## src/rtl/spi_bridge_pkg.sv

```systemverilog
// Shared definitions for the SPI register front-end to peripheral-bus bridge.
// Latency: n/a (types and constants only).
// Backpressure: n/a.
package spi_bridge_pkg;

  // Transaction width codes, shared by the SPI front-end and the peripheral strobes
  localparam logic [1:0] WIDTH_BYTE = 2'b00;
  localparam logic [1:0] WIDTH_HALF = 2'b01;
  localparam logic [1:0] WIDTH_WORD = 2'b10;
  localparam logic [1:0] WIDTH_NONE = 2'b11;

  localparam int DEFAULT_TIMEOUT_CYCLES = 255;

  typedef enum logic [2:0] {
    ST_IDLE,
    ST_WRITE,
    ST_READ,
    ST_RESP,
    ST_HOLD
  } bridge_state_t;

endpackage

```

## src/rtl/bus_width_mask.sv

```systemverilog
// Zero-extends raw peripheral read data to the requested transaction width.
// Latency: combinational, zero cycles.
// Backpressure: none; output follows inputs directly.
module bus_width_mask
  import spi_bridge_pkg::*;
#(
  parameter int DATA_W = 32
) (
  input  logic [1:0]        width_code,
  input  logic [DATA_W-1:0] data_raw,
  output logic [DATA_W-1:0] data_masked
);

  // Keep only the lanes covered by the width code; NONE yields zero
  always_comb begin
    data_masked = '0;
    case (width_code)
      WIDTH_BYTE: data_masked[7:0]  = data_raw[7:0];
      WIDTH_HALF: data_masked[15:0] = data_raw[15:0];
      WIDTH_WORD: data_masked       = data_raw;
      default:    data_masked       = '0;
    endcase
  end

endmodule

```

## src/rtl/spi_periph_bridge.sv

```systemverilog
// Turns completed SPI register transactions into peripheral write/read strobes.
// Latency: write strobe 1 cycle after dv; read dv 2 cycles after request at best, TIMEOUT_CYCLES+1 worst.
// Backpressure: reads wait on per_data_ready (bounded by timeout); writes outside IDLE are dropped.
module spi_periph_bridge
  import spi_bridge_pkg::*;
#(
  parameter int ADDR_W         = 6,
  parameter int DATA_W         = 32,
  parameter int TIMEOUT_CYCLES = DEFAULT_TIMEOUT_CYCLES
) (
  input  logic              clk,
  input  logic              rstb,
  input  logic              ena,
  input  logic [ADDR_W-1:0] reg_addr,
  input  logic              reg_rw,
  input  logic [1:0]        txn_width,
  input  logic              reg_addr_v,
  input  logic [DATA_W-1:0] reg_data_o,
  input  logic              reg_data_o_dv,
  output logic [DATA_W-1:0] reg_data_i,
  output logic              reg_data_i_dv,
  output logic [ADDR_W-1:0] per_addr,
  output logic [DATA_W-1:0] per_data_in,
  output logic [1:0]        per_write_n,
  output logic [1:0]        per_read_n,
  input  logic [DATA_W-1:0] per_data_out,
  input  logic              per_data_ready,
  output logic              timeout_err
);

  localparam int CNT_W = $clog2(TIMEOUT_CYCLES + 1);
  localparam logic [CNT_W-1:0] CNT_LAST = CNT_W'(TIMEOUT_CYCLES - 1);

  bridge_state_t     state;
  logic [CNT_W-1:0]  cnt;
  logic [DATA_W-1:0] rd_masked;

  // per_read_n holds the active width code for the whole READ state,
  // so it doubles as the mask selector
  bus_width_mask #(
    .DATA_W (DATA_W)
  ) u_mask (
    .width_code  (per_read_n),
    .data_raw    (per_data_out),
    .data_masked (rd_masked)
  );

  // Bridge FSM: all outputs registered, everything frozen while ena is low
  always_ff @(posedge clk or negedge rstb) begin
    if (!rstb) begin
      state         <= ST_IDLE;
      cnt           <= '0;
      per_addr      <= '0;
      per_data_in   <= '0;
      per_write_n   <= WIDTH_NONE;
      per_read_n    <= WIDTH_NONE;
      reg_data_i    <= '0;
      reg_data_i_dv <= 1'b0;
      timeout_err   <= 1'b0;
    end else if (ena) begin
      case (state)
        ST_IDLE: begin
          // a write pulse takes priority; a held read request is picked up afterwards
          if (reg_data_o_dv && reg_rw) begin
            if (txn_width != WIDTH_NONE) begin
              per_addr    <= reg_addr;
              per_data_in <= reg_data_o;
              per_write_n <= txn_width;
              state       <= ST_WRITE;
            end
          end else if (reg_addr_v && !reg_rw) begin
            per_addr    <= reg_addr;
            timeout_err <= 1'b0;
            if (txn_width != WIDTH_NONE) begin
              per_read_n <= txn_width;
              cnt        <= '0;
              state      <= ST_READ;
            end else begin
              reg_data_i    <= '0;
              reg_data_i_dv <= 1'b1;
              state         <= ST_RESP;
            end
          end
        end
        ST_WRITE: begin
          per_write_n <= WIDTH_NONE;
          state       <= ST_IDLE;
        end
        ST_READ: begin
          if (per_data_ready) begin
            reg_data_i    <= rd_masked;
            per_read_n    <= WIDTH_NONE;
            reg_data_i_dv <= 1'b1;
            state         <= ST_RESP;
          end else if (cnt == CNT_LAST) begin
            reg_data_i    <= '1;
            timeout_err   <= 1'b1;
            per_read_n    <= WIDTH_NONE;
            reg_data_i_dv <= 1'b1;
            state         <= ST_RESP;
          end else begin
            cnt <= cnt + CNT_W'(1);
          end
        end
        ST_RESP: begin
          reg_data_i_dv <= 1'b0;
          state         <= ST_HOLD;
        end
        ST_HOLD: begin
          // wait for the front-end to drop its request so it cannot re-trigger
          if (!reg_addr_v) state <= ST_IDLE;
        end
        default: state <= ST_IDLE;
      endcase
    end
  end

endmodule

```

## config.mk

```make
export PLATFORM = sky130hd
export DESIGN_NAME = spi_periph_bridge
export DESIGN_NICKNAME = d
export VERILOG_FILES = /design/src/rtl/spi_bridge_pkg.sv /design/src/rtl/bus_width_mask.sv /design/src/rtl/spi_periph_bridge.sv
export SDC_FILE = /design/constraint.sdc
export NUM_CORES = 1
export LEC_CHECK = 0
export BUFFER_PORTS_ARGS = -buffer_cell sky130_fd_sc_hd__buf_2
export CAP_MARGIN = 20
export CORE_UTILIZATION = 50
export DETAILED_ROUTE_END_ITERATION = 10
export GPL_TIMING_DRIVEN = 0
export PLACE_DENSITY = 0.83
export SYNTH_ARGS = -nofsm -noshare
export SYNTH_HDL_FRONTEND = slang
export SYNTH_HIERARCHICAL = 1
export SYNTH_SLANG_ARGS = --single-unit
```

## constraint.sdc

```tcl
create_clock -name clk -period 5.45 [get_ports clk]
set_input_delay 0.545 -clock clk [delete_from_list [all_inputs] [get_ports clk]]
set_output_delay 0.545 -clock clk [all_outputs]
set_load 0.03 [all_outputs]
```

# After elaboration in Yosys (flattened, before gate mapping)

Index checks and enable logic that the tools add are counted.

Register bits: 87
Input port bits: 79
Word-level logic and storage cells: 95

$add $sub $neg: 1
Equality and inequality tests: 21
Multiplexer cells: 44
Reductions and logical operators: 20

Operators with widths:

| operator              | number |
|---|---|
| $mux W32              | 5 |
| $pmux W32 S2          | 1 |
| $mux W8               | 7 |
| $reduce_and A6 Y1     | 4 |
| $ne A2 B2 Y1 const B  | 10 |
| $mux W3               | 6 |
| $mux W6               | 3 |
| $mux W16              | 1 |
| $pmux W8 S2           | 1 |
| $mux W2               | 6 |
| $pmux W3 S4           | 1 |
| $reduce_and A4 Y1     | 3 |
| $mux W1               | 9 |
| $ne A3 B3 Y1 const B  | 3 |
| $add A8 B1 Y8 const B | 1 |
| $eq A8 B8 Y1 const B  | 1 |
| $pmux W2 S2           | 2 |
| $reduce_and A7 Y1     | 1 |
| $eq A3 B2 Y1 const B  | 2 |
| $reduce_bool A2 Y1    | 3 |
| $reduce_and A5 Y1     | 1 |
| $eq A3 B1 Y1 const B  | 1 |
| $eq A3 B3 Y1 const B  | 1 |
| $logic_not A3 Y1      | 1 |
| 11 further kinds      | 12 |

# Longest topological paths before layout

Depth in word-level cells: 5
Mapped depth: 9

# Modules after synthesis

The synthesis kept the hierarchy.

Modules (own cells, without submodules):

| module            | instances | cells an instance | area each (um^2) | seq. area each (um^2) |
|---|---|---|---|---|
| spi_periph_bridge | 1         | 335               | 3,976.3          | 2,182.1 |
| bus_width_mask    | 1         | 36                | 257.7            | 0.0 |

# Least setup slack after synthesis

No wires, ideal clock.

Kind: register to register
From: register cnt[0]
To: register reg_data_i[27]
Setup time: 0.126 ns
Arrival: 1.931 ns
Setup slack: 3.393 ns
Cell stages (with the launch flop): 10
Buffers on the path: 3
Period minus slack after synthesis: 2.057 ns
Cell sequence: dfrtp_1 inv_1 ha_1 nand3_4 o211a_1 buf_6 or4_4 buf_6 buf_12 mux2i_1

Word-level cells in the longest chain between the ends: 3

Ends and longest elaborated chain:

| what                               | line                     | source |
|---|---|---|
| from (decl)                        | spi_periph_bridge.sv:35  | `logic [CNT_W-1:0] cnt;` |
| from (signal assigned)             | spi_periph_bridge.sv:102 | `cnt <= cnt + CNT_W'(1);` |
| $eq A8 B8 Y1                       | spi_periph_bridge.sv:95  | `end else if (cnt == CNT_LAST) begin` |
| $ne A3 B3 Y1 (no source line)      | n/a                      |  |
| $reduce_and A6 Y1 (no source line) | n/a                      |  |
| to (signal assigned)               | spi_periph_bridge.sv:91  | `reg_data_i <= rd_masked;` |
| to (decl)                          | spi_periph_bridge.sv:20  | `output logic [DATA_W-1:0] reg_data_i,` |

No other way between the ends.
A chain may end at the register's enable or synchronous reset.

# Worst setup path after layout

From: register cnt[0]
To: register reg_data_i[5]

Same word-level chain as after synthesis.

==> results.yml <==
floorplanning:
  die_x_um: 94.0
  ios: 155
  start_util: 0.515
  die-area_mm2: 0.00884
  coreArea_mm2: 0.00822
  fp-row-count: 33
  die_h_um: 94.0
timing:
  slew-limit-headroom: 0.583
  timing.final.crit_share: 0.413
  tns_ns: 0
  setup-violations-final: 0
  hold_violations: 0
  fin_crit_ns: 2.25
  slew_violations: 0
  clock.fmax_mhz: 444
  clock_skew_ns: 0.0120
  worstMarginPinSlew_ns: 0.623
  rsz0062_at_grt: "false"
detailed_routing:
  ant_nets: 0
  wl_per_cell_um: 15.2
  vias: 3402
  routed_wl_um: 9790
  drt_iter0_drc: 131
  drc: 0
  drt_first_pass_iters: 5
  routed_via_density: 5.27
power:
  p_total_mw: 3.15
  p_seq_frac: 0.331
  clkPwrFrac: 0.161
  ir_drop_v: 0.000334
  leakagePower_nw: 2.82
  power_switching_share: 0.441
  p_switching_mw: 1.39
  internal_power_mw: 1.76
  power_frac_comb: 0.508
  power_density_mw_per_mm2: 583
clocking:
  cts_num_sinks: 87
  htree_levels: 3
  clock_latency_ns: 0.35
  cts_resized: 0
  cts_tree: "yes"
  clockBufferDepth: 2
  cts_hold_buf: 0
  clock-root-buffer: "clkbuf_8"
  clkTransAtPathRegs_ns: 0.09
  numCtsBuffers: 9
  postCtsSetupRepairBufs: 0
run_status:
  status: "completed"
layout:
  final_common_cell: "buf_2"
  multi_input_area_mm2: 0.00177
  nNetsFinal: 619
  diodes: 0
  drive_above_1_share: 0.445
  fill_cells: 688
  ff_latch_area_mm2: 0.00218
  layout_common_cells: "buf_2, dfrtp_1, mux2_2, o21ai_0, inv_1"
  areaGrowthSynthToFinish_pct: 27.3
  instances_no_fill: 646
critical_path:
  end_kind: "register"
  crit_type: "register to register"
  crit_path_frequent_cell: "buf_6"
  cp_data_required_time_ns: 5.67
  path_cells: "inv_1, ha_1, nand3_4, o211a_1, buf_6, or4_4, buf_6, buf_12, mux2i_1"
  worst_ep_arrival_time_ns: 2.47
  path_max_fanout: 10
  critPathTopFamily: "simple AND/OR/NAND/NOR gates"
  critical_path.max_stage_delay_ns: 0.48
  crit_buf_inv: 4
  cp-start-kind: "register"
  cp_slowest_cell: "or4_4"
synth:
  ys_seq_area_frac: 0.515
  syn_inst: 371
  ys_ff_latch: 87
  ys_warn_count: 6
  synth_nets: 454
  synth_top_flop_cell: "dfrtp_1"
  yosysTopAreaCellShare: 0.491
  synth_edf_count: 0
  ys_top_cells_by_area: "dfrtp_1, mux2_2, mux2i_1"
  syn_area_mm2: 0.00423
  avgSynthCellArea_um2: 11.4
  synth_top_area_cell: "dfrtp_1"
  ys_async_sr_fraction: 1.00
  synth.distinct_cells: 46
global_route:
  grt_start_max_net_pins: 59
  antenna_found_initial: 0
  grt_first_pass_wirelength_um: 15600
  track_usage: 0.228
  grt_overflow: 0
  grt_pass1_vias: 3341
place:
  dp.cells: 630
  hpwlAfterDp_um: 7310
  port_buffers: 153
  place_congestion: 0.850
worst_hold_path:
  hp-class: "input port to asynchronous set/reset pin"
run:
  max-cap-violations: 0
synthesized netlist by cell type, drive strengths merged, types with 3 or more instances:
library cell	instances
nand3	8
nand2	12
nor3	5
mux2i	34
nand2b	4
nor2b	17
buf	12
a32o	4
o32a	3
and2	18
o21ai	39
o211ai	8
dfstp	4
clkbuf	8
a21oi	7
dfrtp	83
nor2	5
ha	4
inv	36
mux2	39
flip-flops by register name (all words and copies together), names as in the netlist:
register       count
per_write_n        2
per_data_in       32
per_addr           6
reg_data_i        32
state              3
reg_data_i_dv      1
per_read_n         2
cnt                8
timeout_err        1
layer usage:
| metal | GRT usage | vias up | part of all wire |
|---|---|---|---|
| met5 | 0 | - | 0 |
| met4 | 0.0962 | 0 | 0.021 |
| met3 | 0.0364 | 21 | 0.041 |
| met2 | 0.393 | 94 | 0.52 |
| met1 | 0.284 | 1671 | 0.42 |
| li1 | - | 1616 | - |
per-stage QoR:
step	hold slack, ns	instance area (um^2)	util	setup WS [ns]
floorplan	0.249	4230	-	3.39
global placement	0.482	5130	0.624	3.12
detailed placement	0.486	5160	0.628	3.11
CTS	0.128	5390	0.656	3.21
global route	0.138	5390	0.656	3.09
finish	0.121	5390	0.656	3.20
worst paths after layout:
check,start,to,slack (ns),cells after the start
max in group asynchronous,rstb,per_read_n[0]$_DFFE_PN1P_,4.67,2
hold / removal,rstb,reg_data_i[31]$_DFFE_PN0P_,0.12,1
hold reg to reg,timeout_err$_DFFE_PN0P_,timeout_err$_DFFE_PN0P_,0.50,1
setup reg to reg,cnt[0]$_DFFE_PN0P_,reg_data_i[5]$_DFFE_PN0P_,3.20,9
min in group clk,reg_addr[1],per_addr[1]$_DFFE_PN0P_,0.42,2
setup / recovery,cnt[0]$_DFFE_PN0P_,reg_data_i[5]$_DFFE_PN0P_,3.20,9
power groups by stage:
| stage | sequential (mW) | combinational (mW) | clock [mW] |
|---|---|---|---|
| CTS | 1.04 | 1.61 | 0.515 |
| detailed placement | 1.05 | 1.60 | 0 |
| floorplan | 1.50 | 0.690 | 0 |
| global placement | 1.03 | 1.56 | 0 |
| global route | 1.07 | 1.72 | 0.546 |
| finish | 1.04 | 1.60 | 0.507 |
final cells by class:
type	instances	area share
timing repair buffer	154	0.148
buffer	20	0.0278
inverter	36	0.0251
multi-input combinational	228	0.328
clock inverter	6	0.0172
tap	105	0.0244
sequential	87	0.405
clock buffer	10	0.0255
cell families (layout without fill, tap and decap cells):
kind of cell,after synthesis,after routing,synth area share
and+or+nand+nor,81,81,0.118
AOI/OAI and AO/OA,70,70,0.103
adders and majority gates,4,4,0.0118
DFF,87,87,0.515
muxes,73,73,0.184
buffers and inverters,56,226,0.0674
Power figures use the tool's default switching activity.
